### src/rtl/cello_sweep_pkg.sv
// Shared types and sizing for the truth-table sweeper: FSM state encoding
// and the vector-space dimensions of a 3-input gate.
package cello_sweep_pkg;

  typedef enum logic [1:0] {
    IDLE,
    SETTLE,
    SAMPLE,
    DONE
  } sweep_state_t;

  localparam int N_VECTORS = 8;
  localparam int IDX_W     = 3;

endpackage

### src/rtl/truth_table_sweeper_input_synchronizer.sv
// Flop chain that brings the asynchronous gate output into the clk domain.
// Clearing on rst keeps a stale level from leaking into the next sweep.
module input_synchronizer #(
  parameter int STAGES = 2
) (
  input  logic clk,
  input  logic rst,
  input  logic async_i,
  output logic sync_o
);

  logic [STAGES-1:0] sync_q;

  always_ff @(posedge clk) begin
    if (rst) begin
      sync_q <= '0;
    end else begin
      sync_q <= {sync_q[STAGES-2:0], async_i};
    end
  end

  assign sync_o = sync_q[STAGES-1];

endmodule

### src/rtl/truth_table_sweeper.sv
// Walks a 3-input gate through all 8 vectors, holds each SETTLE_CYCLES+1 clocks,
// captures the synchronized output per vector and compares against EXPECTED.
module truth_table_sweeper
  import cello_sweep_pkg::*;
#(
  parameter int           SETTLE_CYCLES = 4,
  parameter int           SYNC_STAGES   = 2,
  parameter logic [7:0]   EXPECTED      = 8'h22
) (
  input  logic       clk,
  input  logic       rst,
  input  logic       start,
  input  logic       out_sample,
  output logic       in1,
  output logic       in2,
  output logic       in3,
  output logic       busy,
  output logic       done,
  output logic [7:0] table_out,
  output logic       match,
  output logic [7:0] mismatch_mask
);

  localparam logic [7:0]       CNT_RELOAD = 8'(SETTLE_CYCLES - 1);
  localparam logic [IDX_W-1:0] LAST_IDX   = IDX_W'(N_VECTORS - 1);

  sweep_state_t     state_q;
  logic [IDX_W-1:0] idx_q;
  logic [7:0]       cnt_q;
  logic [7:0]       table_q;
  logic             busy_q;
  logic             done_q;
  logic             sample_sync;

  input_synchronizer #(
    .STAGES (SYNC_STAGES)
  ) u_sync (
    .clk     (clk),
    .rst     (rst),
    .async_i (out_sample),
    .sync_o  (sample_sync)
  );

  always_ff @(posedge clk) begin
    if (rst) begin
      state_q <= IDLE;
      idx_q   <= '0;
      cnt_q   <= '0;
      table_q <= '0;
      busy_q  <= 1'b0;
      done_q  <= 1'b0;
    end else begin
      case (state_q)
        IDLE, DONE: begin
          if (start) begin
            idx_q   <= '0;
            cnt_q   <= CNT_RELOAD;
            table_q <= '0;
            done_q  <= 1'b0;
            busy_q  <= 1'b1;
            state_q <= SETTLE;
          end
        end
        SETTLE: begin
          if (cnt_q != 8'd0) begin
            cnt_q <= cnt_q - 8'd1;
          end else begin
            state_q <= SAMPLE;
          end
        end
        SAMPLE: begin
          table_q[idx_q] <= sample_sync;
          // idx stays on the last vector after the sweep; only a restart clears it.
          if (idx_q != LAST_IDX) begin
            idx_q   <= idx_q + 1'b1;
            cnt_q   <= CNT_RELOAD;
            state_q <= SETTLE;
          end else begin
            busy_q  <= 1'b0;
            done_q  <= 1'b1;
            state_q <= DONE;
          end
        end
        default: state_q <= IDLE;
      endcase
    end
  end

  assign {in1, in2, in3} = idx_q;
  assign busy            = busy_q;
  assign done            = done_q;
  assign table_out       = table_q;
  assign match           = done_q && (table_q == EXPECTED);
  assign mismatch_mask   = done_q ? (table_q ^ EXPECTED) : 8'h00;

endmodule
### config.mk
export PLATFORM = sky130hd
export DESIGN_NAME = truth_table_sweeper
export DESIGN_NICKNAME = d
export VERILOG_FILES = /design/src/rtl/cello_sweep_pkg.sv /design/src/rtl/truth_table_sweeper_input_synchronizer.sv /design/src/rtl/truth_table_sweeper.sv
export SDC_FILE = /design/constraint.sdc
export NUM_CORES = 1
export LEC_CHECK = 0
export CORE_ASPECT_RATIO = 0.8
export CORE_MARGIN = 2
export CORE_UTILIZATION = 55
export DETAILED_ROUTE_END_ITERATION = 8
export PLACE_DENSITY_LB_ADDON = 0.25
export SETUP_SLACK_MARGIN = 0.5
export SYNTH_ARGS = -nofsm -noshare
export SYNTH_HDL_FRONTEND = slang
export SYNTH_SLANG_ARGS = --single-unit
### constraint.sdc
create_clock -name clk -period 4.15 [get_ports clk]
set_input_delay 1.245 -clock clk [delete_from_list [all_inputs] [get_ports clk]]
set_output_delay 1.245 -clock clk [all_outputs]
set_load 0.01 [all_outputs]
==> results.md <==
- Ys async rst share: 0
- FF-to-FF Start: idx_q[0]$_SDFFE_PP0P_
- CTS Buffer Depth: 2
- Layout cells sized above 1: 0.0521
- Max Slew Vio Count: 0
- CP Capture Type: primary output
- Initial Util: 0.570
- Post-CTS sizing: 0
- Commonest cells after routing, fill and taps aside: dfxtp_1 (25), clkdlybuf4s50_1 (25), a21oi_1 (24)
- Post-DRT Antenna Nets: 0
- Reg area: 500 µm²
- Synthesized Nets: 184
- Gpl congestion: 0.837
- Clock transition at path regs: 140 ps
- Vias post-DR: 1316
- Total setup buffers inserted after CTS: 0
- Count of cell types in the netlist: 38
- Die area: 2930 µm²
- First-pass GRT wire length: between 5 and 6 mm
- Least-Margin Pin Slew: 765 ps
- Cts bufs inserted: 3
- Avg Cell Area, Syn: between 7 and 8 µm²
- # port buffers: 25
- Drt pass-1 iters: 4
- Shortest period the worst path allows: 3280 ps
- Maximum VDD drop: around 260 µV
- WL final: 3.17 mm
- Diodes inserted: 0
- # DRC: 0
- Post-route setup TNS: 0 ps
- Critical path required time: between 2000 and 3000 ps
- Critical setup path kind: register to primary output
- Max FO, Critical Path: 12
- H-tree depth: 1
- Reg2reg end: cnt_q[6]$_SDFFE_PP0P_
- Sequential share of the synthesized area: 0.363
- Lkg Pwr: 0.590 nW
- Ports: 26
- GRT overflow: 0
- Slew headroom: 0.489
- Core area: between 2000 and 2500 µm²
- Hold_buf cts: 0
- PD cells: 434 nW/µm²
- CP Launch Type: register
- Crit path from: done$_SDFFE_PP0P_
- Root Driver: clkbuf_4
- Post-Syn Instances: 173
- Final Hold Viols: 0
- Delay-heaviest family, CP: simple AND/OR/NAND/NOR gates
- Netlist Area Pre-Place: roughly 1400 µm²
- Synth warnings: 0
- Reg2Reg Setup Slack: 1980 ps
- RSZ-0062 raised after global routing: false
- Post-Route Utilization: 0.684
- Die width: 60.0 µm
- Worst path max stage delay: 570 ps
- Multi-input gate area in the final layout: 805 µm²
- Placed Cells: 224
- CP Buf/Inv Count: 1
- Final setup fails: 0
- Status: finished clean
- Core Rows: 16
- Tightest Hold Check Type: register to register
- WP depth: 4
- EDFF count, synth: 0
- Max_cap viols: 0
- Initial DRC Count: 71
- Initial antenna violation count: 0
- Layout fillers: 203
- Chip height: ~50 µm
- Number of global-route vias before repair: 1156
- Top FF cell, synth: dfxtp_1
- Worst EP arrival: 2040 ps
- # nets final: between 200 and 250
- Fmax: 304 MHz
- Clock latency on the worst-skew pair: 330 ps
- Clock Skew: 16.7 ps
- Total Routing Usage GR: 0.235
- Finished Layout Cells: 228
- Wire length per cell: between 10 and 15 µm
- Pin count of the biggest net entering global routing: 21
- Crit path to: match
- #FFs+latches synth: 25
- Crit path cell chain: nor4bb_1 > nand3b_1 > nor4_1 > clkdlybuf4s50_1
- Clock Sinks: 25
- Period utilization: 0.791
- Synthesis-to-finish area growth: 20.1%
- Worst Reg-to-Reg Cells: 6
- Vias per Instance: 5.77
- DPL Wire Length: 2.33 mm
- CTS tree: yes
- CP max stage cell: clkdlybuf4s50_1
==> power breakdown <==
| group | leakage [nW] | switching, mW | internal [mW] |
|---|---|---|---|
| Clock | 0.0177 | 0.0738 | 0.0362 |
| Combinational | 0.369 | 0.184 | 0.118 |
| Sequential | 0.204 | 0.0332 | 0.275 |
| Total | 0.590 | 0.291 | 0.429 |
==> logic make-up after synthesis <==
family,Yosys count,share of synthesized area
flops,25,0.363
buf+inv,18,0.0544
fa+ha+maj,7,0.0635
compound gates,51,0.219
simple gates,67,0.265
mux,5,0.0363
==> per-layer routing <==
metal / wire, µm / vias to the layer above / GRT usage / part of all wire
li1: - / 650 / - / -
met1: 1540 / 624 / 0.347 / 0.49
met2: 1450 / 37 / 0.344 / 0.46
met3: 142 / 5 / 0.0477 / 0.045
met4: 39 / 0 / 0.0667 / 0.012
met5: 0 / - / 0 / 0
==> per-stage QoR <==
step	cell area (µm²)	power (mW)	setup slack [ps]	hold WS, ps
after floorplan	1380	0.546	1800	414
after global placement	1630	0.593	1220	429
after detailed placement	1630	0.609	1160	450
after CTS	1660	0.716	873	471
after global routing	1660	0.774	694	495
final	1660	0.720	865	467
==> worst min path at each step <==
stage / cells after the start / to / startpoint
global placement: 1 / u_sync.sync_q[1]$_SDFF_PP0_ / u_sync.sync_q[0]$_SDFF_PP0_
finish: 1 / u_sync.sync_q[1]$_SDFF_PP0_ / u_sync.sync_q[0]$_SDFF_PP0_
global route: 1 / u_sync.sync_q[1]$_SDFF_PP0_ / u_sync.sync_q[0]$_SDFF_PP0_
CTS: 1 / u_sync.sync_q[1]$_SDFF_PP0_ / u_sync.sync_q[0]$_SDFF_PP0_
floorplan: 1 / u_sync.sync_q[1]$_SDFF_PP0_ / u_sync.sync_q[0]$_SDFF_PP0_
detailed placement: 1 / u_sync.sync_q[1]$_SDFF_PP0_ / u_sync.sync_q[0]$_SDFF_PP0_
==> Yosys cell counts, types with 2 or more instances <==
master | count | area [µm²]
nor4_1 | 2 | 12.5
nand3_1 | 3 | 15.0
mux2i_1 | 5 | 50.1
a22oi_1 | 2 | 15.0
inv_1 | 7 | 26.3
nor3_1 | 6 | 30.0
clkbuf_1 | 8 | 30.0
nor2b_1 | 8 | 50.1
dfxtp_1 | 25 | 500
and2_1 | 7 | 43.8
a21oi_1 | 24 | 120
ha_1 | 7 | 87.6
nand2b_1 | 5 | 31.3
nor2_1 | 7 | 26.3
a31oi_1 | 3 | 18.8
nand4_1 | 3 | 18.8
a311oi_1 | 2 | 17.5
o21ai_0 | 12 | 60.1
nand2_1 | 18 | 67.6
==> state kept, by name (all words and copies together) (netlist names) <==
signal         flops
cnt_q              8
table_out          8
idx_q              3
state_q            2
u_sync.sync_q      2
busy               1
done               1
==> cell type report <==
class | count | share of cell area
Clock buffer | 3 | 0.0136
Timing Repair Buffer | 25 | 0.151
Inverter | 8 | 0.0181
Clock inverter | 1 | 0.00302
Multi-Input combinational cell | 130 | 0.485
Sequential cell | 25 | 0.302
Tap cell | 36 | 0.0272
(Power assumes the default switching activity.)
==> RTL change, RTL diff (same flow settings) <==
Put a register stage on the outputs `match` and `mismatch_mask`. The values now appear one clock later. The other outputs are not delayed to match.
--- a/src/rtl/truth_table_sweeper.sv
+++ b/src/rtl/truth_table_sweeper.sv
@@ -91,6 +91,8 @@
   assign done            = done_q;
   assign table_out       = table_q;
-  assign match           = done_q && (table_q == EXPECTED);
-  assign mismatch_mask   = done_q ? (table_q ^ EXPECTED) : 8'h00;
+  always_ff @(posedge clk) begin
+    match         <= done_q && (table_q == EXPECTED);
+    mismatch_mask <= done_q ? (table_q ^ EXPECTED) : 8'h00;
+  end
 
 endmodule
Function: no difference found for any inputs over 10 cycles, from zero or initial values and one cycle with rst high; that may be too few to reach the edited logic, so the function may still have changed.
==> RTL change against the original RTL <==
- total power is 17% higher
- critical path depth is 3 lower
- cell count increased by 5.7%
- setup slack better by 0.52 ns
- cell area increased by 11%
- first-iteration DRC count up 1.4%
- via count is 4.2% higher
- wire length grew 0.76%
- highest routed layer unchanged
- synthesized area rose by 12%
- sequential cell count increased by 9
- global-route usage fell by 2.4 points
==> RTL change: results (changes against the original RTL) <==
Run status
  • Status: complete, no violations (unchanged)

Clock network
  • Post-CTS sizing: 0 (unchanged)
  • Worst skew pair latency: 0.34 ns
  • CTS Buf Count: 5 (was 3)
  • H-tree levels: 2 (was 1)
  • Setup Buffers After CTS: 0 (unchanged)
  • Clock root buffer: clkbuf_4 (unchanged)
  • CTS max path bufs: 2 (unchanged)
  • CTS clock-pin slew for the worst setup and hold paths: 0.09 ns (was 0.14 ns)

Placement
  • RePlAce Congestion: 0.7633 (was 0.8371)
  • Final HPWL DP: 2.239 mm (was 2.332 mm)
  • Port Buffers: 25 (unchanged)
  • Placed instance area: 0.001795 sq mm (was 0.001630 sq mm)

Timing
  • Final Max Tran Viols: 0 (unchanged)
  • Skew final: 0.005144 ns (was 0.01669 ns)
  • Worst-Margin Slew: 0.6970 ns (was 0.7647 ns)

Global route
  • GRT Util Overall: 21.07% (was 23.45%)
  • Largest net degree at the start of global routing: 21 (unchanged)
  • Vias in the first global route: 1,157 (was 1,156)
  • Initial antenna violation count: 0 (unchanged)
  • First-pass GRT wire length: 5.285 mm (was 5.292 mm)

Synth
  • Area contributors post-synth: dfxtp_1 (44%), a21oi_1 (8.7%), ha_1 (5.7%), o21ai_0 (4.2%), nand2_1 (3.6%) (was dfxtp_1 (36%), a21oi_1 (8.7%), ha_1 (6.3%), nand2_1 (4.9%), o21ai_0 (4.4%))
  • Syn_nets: 192 (was 184)
  • Synth warnings: 0 (unchanged)
  • Asr flop ratio synth: 0% (unchanged)
  • Yosys cell types: 38 (unchanged)
  • Post-synthesis sequential area ratio: 44.05% (was 36.26%)
  • Synth top cells by count: dfxtp_1 (34), a21oi_1 (27), nand2_1 (15) (was dfxtp_1 (25), a21oi_1 (24), nand2_1 (18))

Layout
  • Share of layout cells above drive strength 1: 5.911% (was 5.208%)
  • Nets: 214 (was 204)
  • Diode count: 0 (unchanged)

Drt
  • Vias: 1,371 (was 1,316)
  • WL/cell: 13.27 um (was 13.92 um)
  • Initial DRC count: 72 (was 71)
  • Drt first pass iters: 4 (unchanged)

Worst hold path
  • WHS Path Cells: 1 (unchanged)
  • HP Class: reg2reg (unchanged)

Critical path
  • CP max stage cell: clkdlybuf4s50_1 (unchanged)
  • Reg2Reg Depth: 6 (unchanged)
  • WP data arrival: 1.52 ns (was 2.04 ns)
  • CP top delay family: buffers and inverters (was simple AND/OR/NAND/NOR gates)
  • CP max stage delay: 0.62 ns (was 0.57 ns)
  • Crit-path max FO: 12 (unchanged)

Power
  • Leak Pwr: 0.6622 nW (was 0.5899 nW)
  • Worst vdd ir: 323.2 uV (was 261.6 uV)
RTL change: cells by family after synthesis:
group | share of synthesized area (%)
AOI/OAI and AO/OA | 20.40
adders and majority gates | 5.668
buffers and inverters | 5.263
DFF | 44.05
muxes | 1.943
and+or+nand+nor | 22.67
RTL change: through the flow:
step                      total power, mW  std cells  setup slack, ns  util [%]
after global placement             0.6598        234            1.300     65.95
after floorplan                    0.6178        181            1.962         -
after global routing               0.9017        241            1.310     67.69
after detailed placement           0.6747        234            1.169     65.95
final                              0.8401        241            1.381     67.69
after CTS                          0.8378        241            1.397     67.69
RTL change: worst paths after layout:
check,start,end,slack (ns)
worst min register to register,u_sync.sync_q[0],u_sync.sync_q[1],0.44
worst min-delay path,u_sync.sync_q[0],u_sync.sync_q[1],0.44
worst max-delay path,idx_q[2],in1,1.38
worst max register to register,idx_q[0],cnt_q[5],1.99
RTL change: per-layer routing:
metal,share of wire [%],GRT usage (%),vias to the layer above
li1,-,-,683
met3,5.8,7.489,6
met5,0,0,-
met2,45,32.09,52
met4,1.5,6.522,0
met1,47,28.18,630
RTL change: final cells by class:
| class | count | area, sq um |
|---|---|---|
| clock inverters | 2 | 10.01 |
| clock buffers | 5 | 37.54 |
| well taps | 38 | 47.55 |
| flip-flops and latches | 34 | 680.7 |
| fillers | 239 | 879.6 |
| inverters | 9 | 33.78 |
| multi-input cells | 128 | 783.3 |
| repair buffers | 25 | 250.2 |
RTL change: power by group:
group          internal [mW]  switching, mW  total [mW]
sequential             0.360         0.0345       0.394
clock                 0.0608          0.105       0.166
combinational          0.110          0.170       0.280
